[config.mk]
export PLATFORM = sky130hd
export DESIGN_NAME = candidate_sequencer
export DESIGN_NICKNAME = d
export VERILOG_FILES = /design/src/rtl/cracker_pkg.sv /design/src/rtl/index_odometer.sv /design/src/rtl/candidate_sequencer.sv
export SDC_FILE = /design/constraint.sdc
export NUM_CORES = 1
export LEC_CHECK = 0
export ABC_AREA = 1
export ABC_CLOCK_PERIOD_IN_PS = 8700
export CAP_MARGIN = 5
export CORE_ASPECT_RATIO = 0.6
export CORE_MARGIN = 1
export CORE_UTILIZATION = 30
export DETAILED_ROUTE_END_ITERATION = 6
export GPL_ROUTABILITY_DRIVEN = 0
export HOLD_SLACK_MARGIN = 0.08
export REMOVE_ABC_BUFFERS = 1
export SYNTH_ARGS = -nofsm -noshare
export SYNTH_HDL_FRONTEND = slang
export SYNTH_SLANG_ARGS = --single-unit
[constraint.sdc]
create_clock -name clk -period 8.7 [get_ports clk]
set_clock_uncertainty 0.2 [all_clocks]
set_input_delay 1.74 -clock clk [delete_from_list [all_inputs] [get_ports clk]]
set_output_delay 1.74 -clock clk [all_outputs]
set_load 0.1 [all_outputs]
[src/rtl/cracker_pkg.sv]
// Shared defaults and state encoding for the cracker front end.
// The candidate sequencer and its index odometer both import this package.
package cracker_pkg;

    localparam int MAX_LEN_DEF = 8;
    localparam int CHAR_W_DEF  = 7;
    localparam int IDX_W_DEF   = 6;
    localparam int LEN_W_DEF   = 4;

    typedef enum logic [2:0] {
        ST_IDLE,
        ST_FETCH,
        ST_OFFER,
        ST_STEP,
        ST_DONE
    } cand_state_t;

endpackage

[src/rtl/index_odometer.sv]
// Mixed-radix counter of charset indices, position 0 least significant.
// Only the lowest cur_len digits count; higher digits stay at zero.
module index_odometer
    import cracker_pkg::*;
#(
    parameter int MAX_LEN = MAX_LEN_DEF,
    parameter int IDX_W   = IDX_W_DEF,
    parameter int LEN_W   = LEN_W_DEF
) (
    input  logic             clk,
    input  logic             reset,
    input  logic             clear_i,
    input  logic             step_i,
    input  logic [IDX_W-1:0] radix_i,
    input  logic [LEN_W-1:0] cur_len_i,
    input  logic [LEN_W-1:0] rd_sel_i,
    output logic             carry_out_o,
    output logic [IDX_W-1:0] rd_idx_o
);

    logic [IDX_W-1:0] idx_q [MAX_LEN];
    logic [MAX_LEN:0] carry;

    assign carry[0] = step_i;

    generate
        for (genvar gi = 0; gi < MAX_LEN; gi++) begin : g_digit
            logic [IDX_W-1:0] idx_d;

            // A digit sitting at radix-1 wraps to zero when a carry reaches it.
            assign carry[gi+1] = carry[gi] && (idx_q[gi] == radix_i - IDX_W'(1));

            always_comb begin
                idx_d = idx_q[gi];
                if (clear_i) begin
                    idx_d = '0;
                end else if (carry[gi] && (LEN_W'(gi) < cur_len_i)) begin
                    idx_d = carry[gi+1] ? '0 : idx_q[gi] + IDX_W'(1);
                end
            end

            always_ff @(posedge clk) begin
                if (reset) begin
                    idx_q[gi] <= '0;
                end else begin
                    idx_q[gi] <= idx_d;
                end
            end
        end
    endgenerate

    always_comb begin
        carry_out_o = 1'b0;
        rd_idx_o    = '0;
        for (int p = 0; p <= MAX_LEN; p++) begin
            if (cur_len_i == LEN_W'(p)) carry_out_o = carry[p];
        end
        for (int p = 0; p < MAX_LEN; p++) begin
            if (rd_sel_i == LEN_W'(p)) rd_idx_o = idx_q[p];
        end
    end

endmodule

[src/rtl/candidate_sequencer.sv]
// Brute-force candidate generator: walks all strings over the loaded charset,
// shortest first, fetching one character per cycle and offering each candidate.
module candidate_sequencer
    import cracker_pkg::*;
#(
    parameter int MAX_LEN = MAX_LEN_DEF,
    parameter int CHAR_W  = CHAR_W_DEF,
    parameter int IDX_W   = IDX_W_DEF,
    parameter int LEN_W   = LEN_W_DEF
) (
    input  logic                      clk,
    input  logic                      reset,
    input  logic                      start,
    input  logic [LEN_W-1:0]          min_len,
    input  logic [LEN_W-1:0]          max_len,
    input  logic [IDX_W-1:0]          cs_len,
    output logic [IDX_W-1:0]          cs_ord,
    input  logic [CHAR_W-1:0]         cs_char,
    output logic                      cand_valid,
    input  logic                      cand_ready,
    output logic [MAX_LEN*CHAR_W-1:0] cand_data,
    output logic [LEN_W-1:0]          cand_len,
    output logic                      busy,
    output logic                      done
);

    cand_state_t               state_q, state_d;
    logic [LEN_W-1:0]          cur_len_q, cur_len_d;
    logic [LEN_W-1:0]          pos_q, pos_d;
    logic [LEN_W-1:0]          max_len_q, max_len_d;
    logic [IDX_W-1:0]          len_q, len_d;
    logic [MAX_LEN*CHAR_W-1:0] data_q, data_d;

    logic             odo_clear;
    logic             odo_step;
    logic             odo_carry;
    logic [IDX_W-1:0] odo_idx;
    logic             cfg_ok;

    index_odometer #(
        .MAX_LEN (MAX_LEN),
        .IDX_W   (IDX_W),
        .LEN_W   (LEN_W)
    ) u_odometer (
        .clk         (clk),
        .reset       (reset),
        .clear_i     (odo_clear),
        .step_i      (odo_step),
        .radix_i     (len_q),
        .cur_len_i   (cur_len_q),
        .rd_sel_i    (pos_q),
        .carry_out_o (odo_carry),
        .rd_idx_o    (odo_idx)
    );

    assign cfg_ok = (cs_len != '0) && (min_len != '0) && (min_len <= max_len)
                 && (max_len <= LEN_W'(MAX_LEN));

    always_ff @(posedge clk) begin
        if (reset) begin
            state_q   <= ST_IDLE;
            cur_len_q <= '0;
            pos_q     <= '0;
            max_len_q <= '0;
            len_q     <= '0;
            data_q    <= '0;
        end else begin
            state_q   <= state_d;
            cur_len_q <= cur_len_d;
            pos_q     <= pos_d;
            max_len_q <= max_len_d;
            len_q     <= len_d;
            data_q    <= data_d;
        end
    end

    always_comb begin
        state_d   = state_q;
        cur_len_d = cur_len_q;
        pos_d     = pos_q;
        max_len_d = max_len_q;
        len_d     = len_q;
        data_d    = data_q;
        odo_clear = 1'b0;
        odo_step  = 1'b0;

        unique case (state_q)
            ST_IDLE: begin
                if (start) begin
                    len_d     = cs_len;
                    max_len_d = max_len;
                    if (cfg_ok) begin
                        odo_clear = 1'b1;
                        cur_len_d = min_len;
                        pos_d     = '0;
                        data_d    = '0;
                        state_d   = ST_FETCH;
                    end else begin
                        state_d = ST_DONE;
                    end
                end
            end
            ST_FETCH: begin
                for (int p = 0; p < MAX_LEN; p++) begin
                    if (pos_q == LEN_W'(p)) data_d[p*CHAR_W +: CHAR_W] = cs_char;
                end
                if (pos_q == cur_len_q - LEN_W'(1)) begin
                    state_d = ST_OFFER;
                end else begin
                    pos_d = pos_q + LEN_W'(1);
                end
            end
            ST_OFFER: begin
                if (cand_ready) state_d = ST_STEP;
            end
            ST_STEP: begin
                odo_step = 1'b1;
                pos_d    = '0;
                state_d  = ST_FETCH;
                // Carry out of the top digit means this length is exhausted.
                if (odo_carry) begin
                    if (cur_len_q == max_len_q) begin
                        state_d = ST_DONE;
                    end else begin
                        cur_len_d = cur_len_q + LEN_W'(1);
                        odo_clear = 1'b1;
                        data_d    = '0;
                    end
                end
            end
            ST_DONE: begin
                state_d = ST_IDLE;
            end
            default: begin
                state_d = ST_IDLE;
            end
        endcase
    end

    assign cs_ord     = (state_q == ST_FETCH) ? odo_idx : '0;
    assign cand_valid = (state_q == ST_OFFER);
    assign cand_len   = (state_q == ST_OFFER) ? cur_len_q : '0;
    assign cand_data  = data_q;
    assign busy       = (state_q != ST_IDLE);
    assign done       = (state_q == ST_DONE);

endmodule

* Yosys cells after proc, flatten, opt, wreduce, memory -nomap -nowiden
Memories as Yosys holds them, arrays and structs flattened.
Index checks and enable logic that the tools add are counted.
** Storage, ports and cells
- Flip-flop bits (word level) :: 77
- RAM bits :: 48
- Bits of input ports :: 25
- Memories kept :: 1
** Cells by class
- Add/sub/neg operators :: 12
- Magnitude comparators :: 10
- Eq/ne operators :: 44
- Multiplexer cells :: 89
- Bitwise gates (word level) :: 8
- Reductions and logical operators :: 39
** Memory list
- u_odometer.idx_q :: depth 8, bits a word 6, rd ports 8, clocked after memory_dff 0, write ports 8, line index_odometer.sv:21 : logic [IDX_W-1:0] idx_q [MAX_LEN];
** Operator list (count)
- two-way mux 6 bit :: 41
- two-way mux 56 bit :: 4
- case mux 56 bit (3 select lines) :: 1
- two-way mux 7 bit :: 8
- adder 6 x 1 -> 6 bit, second input constant :: 8
- equality test 6 bit :: 8
- AND reduction 6 bit :: 8
- equality test 4 x 3 -> 1 bit, second input constant :: 8
- two-way mux 4 bit :: 8
- != test 2 bit, second input constant :: 14
- logical AND 1 bit :: 19
- two-way mux 3 bit :: 6
- two-way mux 1 bit :: 17
- equality test 4 x 2 -> 1 bit, second input constant :: 4
- < comparator 3 x 4 -> 1 bit, first input constant :: 4
- case mux 3 bit (4 select lines) :: 1
- case mux 4 bit (3 select lines) :: 1
- adder 4 x 1 -> 4 bit, second input constant :: 2
- equality test 4 x 1 -> 1 bit, second input constant :: 2
- equality test 4 bit :: 2
- zero test 4 bit :: 2
- < comparator 1 x 4 -> 1 bit, first input constant :: 2
- < comparator 2 x 4 -> 1 bit, first input constant :: 2
- OR 1 bit :: 8
- other kinds (20) :: 22

* Logic depth before layout (Yosys ltp)
- Depth in word-level cells :: 15
- Depth in mapped cells :: 29
- Depth with buffers taken out :: 26

* Modules after synthesis
From an unflattened synthesis, not the netlist that was laid out.
** Second synthesis, totals
- Cells, all modules :: 1150
- Area total of the unflattened synthesis :: 7856.3 um^2
** By module, submodules not included
- candidate_sequencer :: instances 1, cells an instance 526, area an instance 3952.5 um^2, seq. area each 1541.5 um^2
- index_odometer :: instances 1, cells an instance 624, area an instance 3903.7 um^2, seq. area each 960.9 um^2

* Worst setup path before layout
No wires, ideal clock.
- Path kind :: flip-flop to output port
- Start point :: register pos_q[1]
- End point :: output cs_ord[2]
- Arrival time :: 3819 ps
- Data required time :: 6760 ps
- Path slack :: 2941 ps
- Cell stages (with the launch flop) :: 13
- Path buffers :: 0
- Cells stage by stage :: dfxtp_1 inv_1 ha_1 inv_1 nor2_1 nand2_1 o311ai_0 o211ai_1 o21ai_0 nor3_1 a21oi_1 a21oi_1 a211oi_1
** On the way
- Word-level cells in the longest chain between the ends :: 10
- Elaborated cells between the ends (all ways) :: 17
- Classes of those cells :: eq/ne: 7; mux: 9; reduce/logical: 1
** Ends and longest elaborated chain
- from (decl) :: line candidate_sequencer.sv:29 : logic [LEN_W-1:0] pos_q, pos_d;
- from (signal assigned) :: line candidate_sequencer.sv:70 : pos_q <= pos_d;
- zero test 4 bit :: line index_odometer.sv:59 : if (rd_sel_i == LEN_W'(p)) rd_idx_o = idx_q[p];
- two-way mux 6 bit (7 in a row) :: line index_odometer.sv:59
- two-way mux 6 bit (*) :: line index_odometer.sv:59
- two-way mux 6 bit (*) :: line candidate_sequencer.sv:140 : assign cs_ord = (state_q == ST_FETCH) ? odo_idx : '0;
- to (decl) :: line candidate_sequencer.sv:17 : output logic [IDX_W-1:0] cs_ord,
Mark *: on every way between the ends. The rest lies on a longest branch, timed or not.

* Final worst setup path
Ends and elaborated chain as after synthesis.

==> flow_summary.ini <==
[outcome]
status = finished, final reports clean

[sta]
max_freq_mhz = 167
whs_ps = 280
timing.final.crit_share_pct = 68.8
tns_ps = 0
worst_slew_pin_slew_ps = 1020
maxSlewViolCount = 0
rsz0062_at_grt = no
max_slew_margin_pct = 32.0
finalSetupViolCount = 0
min_period_ps = 5980
hold_violations = 0

[drt]
drt_iter0_drc = 684
routed_wl_mm = 24.3
vias_per_cell = 4.96
dr_total_vias = 7626
wl_per_cell_um = 15.8
antenna_left = 0
drc = 0
first_pass_iters = 5

[placement]
dp_hpwl_mm = 18.3
place_inst = 1504
port_buffers = 93

[final_layout]
drive_above_1_share_pct = 7.08
fin_util_pct = 38.1
fillCellCount = 2602
final_cells = 1536
diodes = 0
syn_to_final_growth_pct = 24.3
nNetsFinal = 1247
multiInputGateArea_sq_um = 4250
ff_latch_area_sq_um = 2500

[floorplan]
die_w_um = 205
coreArea_sq_um = 24200
dieArea_sq_um = 25400
io_pins = 94
start_util_pct = 30.6
rows = 44
die_h_um = 124

[worst_setup_path]
crit_type = reg -> out
crit_fanout = 7
cp_data_arrival_time_ps = 4040
path_cells = inv_1 > ha_1 > inv_1 > nor2_1 > nand2_1 > o311ai_0 > o211ai_1 > o21ai_0 > nor3_1 > a21oi_1 > a21oi_1 > a211oi_1 > clkdlybuf4s50_1
end_kind = output pin
crit_required_ps = 6760
r2r_setup_slack_ps = 3500
ff2ff_path_depth = 21
max_stage_delay_ps = 1220
crit_slowest_cell = clkdlybuf4s50_1
r2r_start = len_q[0]$_SDFFE_PP0P_
reg2reg_to = u_odometer.idx_q[7][4]$_SDFFE_PP0P_
cp-start-kind = register

[synth]
synth_seq_area_share_pct = 33.8
synth_top_area_share_pct = 33.8
synth_edf_count = 0
syn_area_per_cell_sq_um = 6.67
syn-cell-area_sq_um = 7410
ys.flop_type = dfxtp_1
synthArstFlopShare_pct = 0
ys_seq_elements = 125
ys_types = 43
synthCells = 1112
synthMostInstantiatedCell = nor2_1
synth.area.top_cells = dfxtp_1 34%, nor2_1 10%, nand2_1 9.2%, inv_1 6.4%, o21ai_0 5.6%
synthTopCellsByCount = 199 x nor2_1, 182 x nand2_1, 127 x inv_1, 125 x dfxtp_1, 83 x o21ai_0
synth_top_area_cell = dfxtp_1
yosys_warnings = 0

[clock_tree]
cts_hold_buf = 0
numCtsBuffers = 17
worstSkewPairLatency_ps = 430
cts_tree = built
h-tree-depth = 4
cts_setup_buffers = 0
clk_pin_slew_ps = 60
root_buffer = clkbuf_16
post_cts_resize_count = 0
cts.sink_count = 125
clock_tree.buffer_depth = 2

[power]
ir_worst_vdd_v = 0.000269
power_leakage_nw = 3.67
powerDensity_nw_per_um2 = 353

[hold_path]
hp-start = cand_data[53]$_SDFFE_PP0P_
min_path_cells = 2
hold_path.class = reg -> reg
hold_end = cand_data[53]$_SDFFE_PP0P_

[global_route]
grt_max_degree = 72
grt.total_usage_pct = 19.2
grt-ovfl-total = 0
grt_pass1_wl_mm = 37.3
antenna_found_initial = 0
grt_pass1_vias = 6545

[flow_run]
drv_cap = 0
==> logic make-up after synthesis <==
logic type,synth area share [%]
xor+xnor,5.55
buf+inv,8.93
mux,0.135
flops,33.8
fa+ha+maj,3.54
compound gates,14.0
simple gates,34.1
==> state kept, by name, summed over array words and instances (netlist names) <==
| signal | cells |
|---|---|
| len_q | 6 |
| max_len_q | 4 |
| u_odometer.idx_q | 48 |
| cur_len_q | 4 |
| state_q | 3 |
| cand_data | 56 |
| pos_q | 4 |
==> where the power goes <==
part           internal [mW]  switching [mW]
Sequential             0.670          0.0845
Clock                  0.412           0.310
Combinational          0.430            1.35
Total                   1.51            1.74
==> routing by layer <==
layer | track usage [%] | vias up | routed length [um]
met1 | 30.8 | 3521 | 13000
met2 | 23.3 | 261 | 8700
met3 | 6.36 | 20 | 2360
met5 | 0 | - | 0
met4 | 3.61 | 0 | 185
li1 | - | 3824 | -
==> final cells by class <==
class                   count  share of cell area, %
multi-input cells         823                   46.1
flip-flops and latches    125                   27.1
repair buffers             95                   10.3
inverters                 139                   5.73
clock buffers              18                   4.76
well taps                 322                   4.37
clock inverters            14                   1.63
==> worst max-delay path by stage <==
stage / start / to / slack, ps / cells past startpoint
2_1_floorplan: pos_q[1]$_SDFFE_PP0P_ / cs_ord[0] / 2930 / 12
6_report: pos_q[1]$_SDFFE_PP0P_ / cs_ord[2] / 2720 / 13
3_5_place_dp: pos_q[1]$_SDFFE_PP0P_ / cs_ord[2] / 3300 / 13
5_1_grt: pos_q[1]$_SDFFE_PP0P_ / cs_ord[3] / 2390 / 13
4_1_cts: pos_q[1]$_SDFFE_PP0P_ / cs_ord[2] / 2820 / 13
3_3_place_gp: pos_q[1]$_SDFFE_PP0P_ / cs_ord[2] / 3360 / 13
==> through the flow <==
step           worst slack [ps]  cell area [sq um]  total power [mW]
6_report                   2720               9220              3.25
3_5_place_dp               3300               8630              2.50
3_3_place_gp               3360               8630              2.50
4_1_cts                    2820               9220              3.23
2_1_floorplan              2930               7280              2.05
5_1_grt                    2390               9220              3.43
==> critical path: cells and delay by family, from the launching register on <==
family	cells	cell delay, ps
simple gates	3	530
fa+ha+maj	1	290
buf+inv	3	1450
flops	1	360
compound gates	6	1000
==> cell usage in the layout (no fill, tap or decap), types with 17 or more instances in the layout <==
| master | count |
|---|---|
| nor2_1 | 199 |
| nand2_1 | 182 |
| inv_1 | 127 |
| dfxtp_1 | 125 |
| clkdlybuf4s50_1 | 93 |
| o21ai_0 | 83 |
| a21oi_1 | 69 |
| nand3_1 | 64 |
| nor3_1 | 60 |
| xor2_1 | 42 |
| ha_1 | 21 |
| nand2_2 | 18 |
| clkbuf_16 | 17 |
Note: power is estimated with default switching activity, not from simulation.
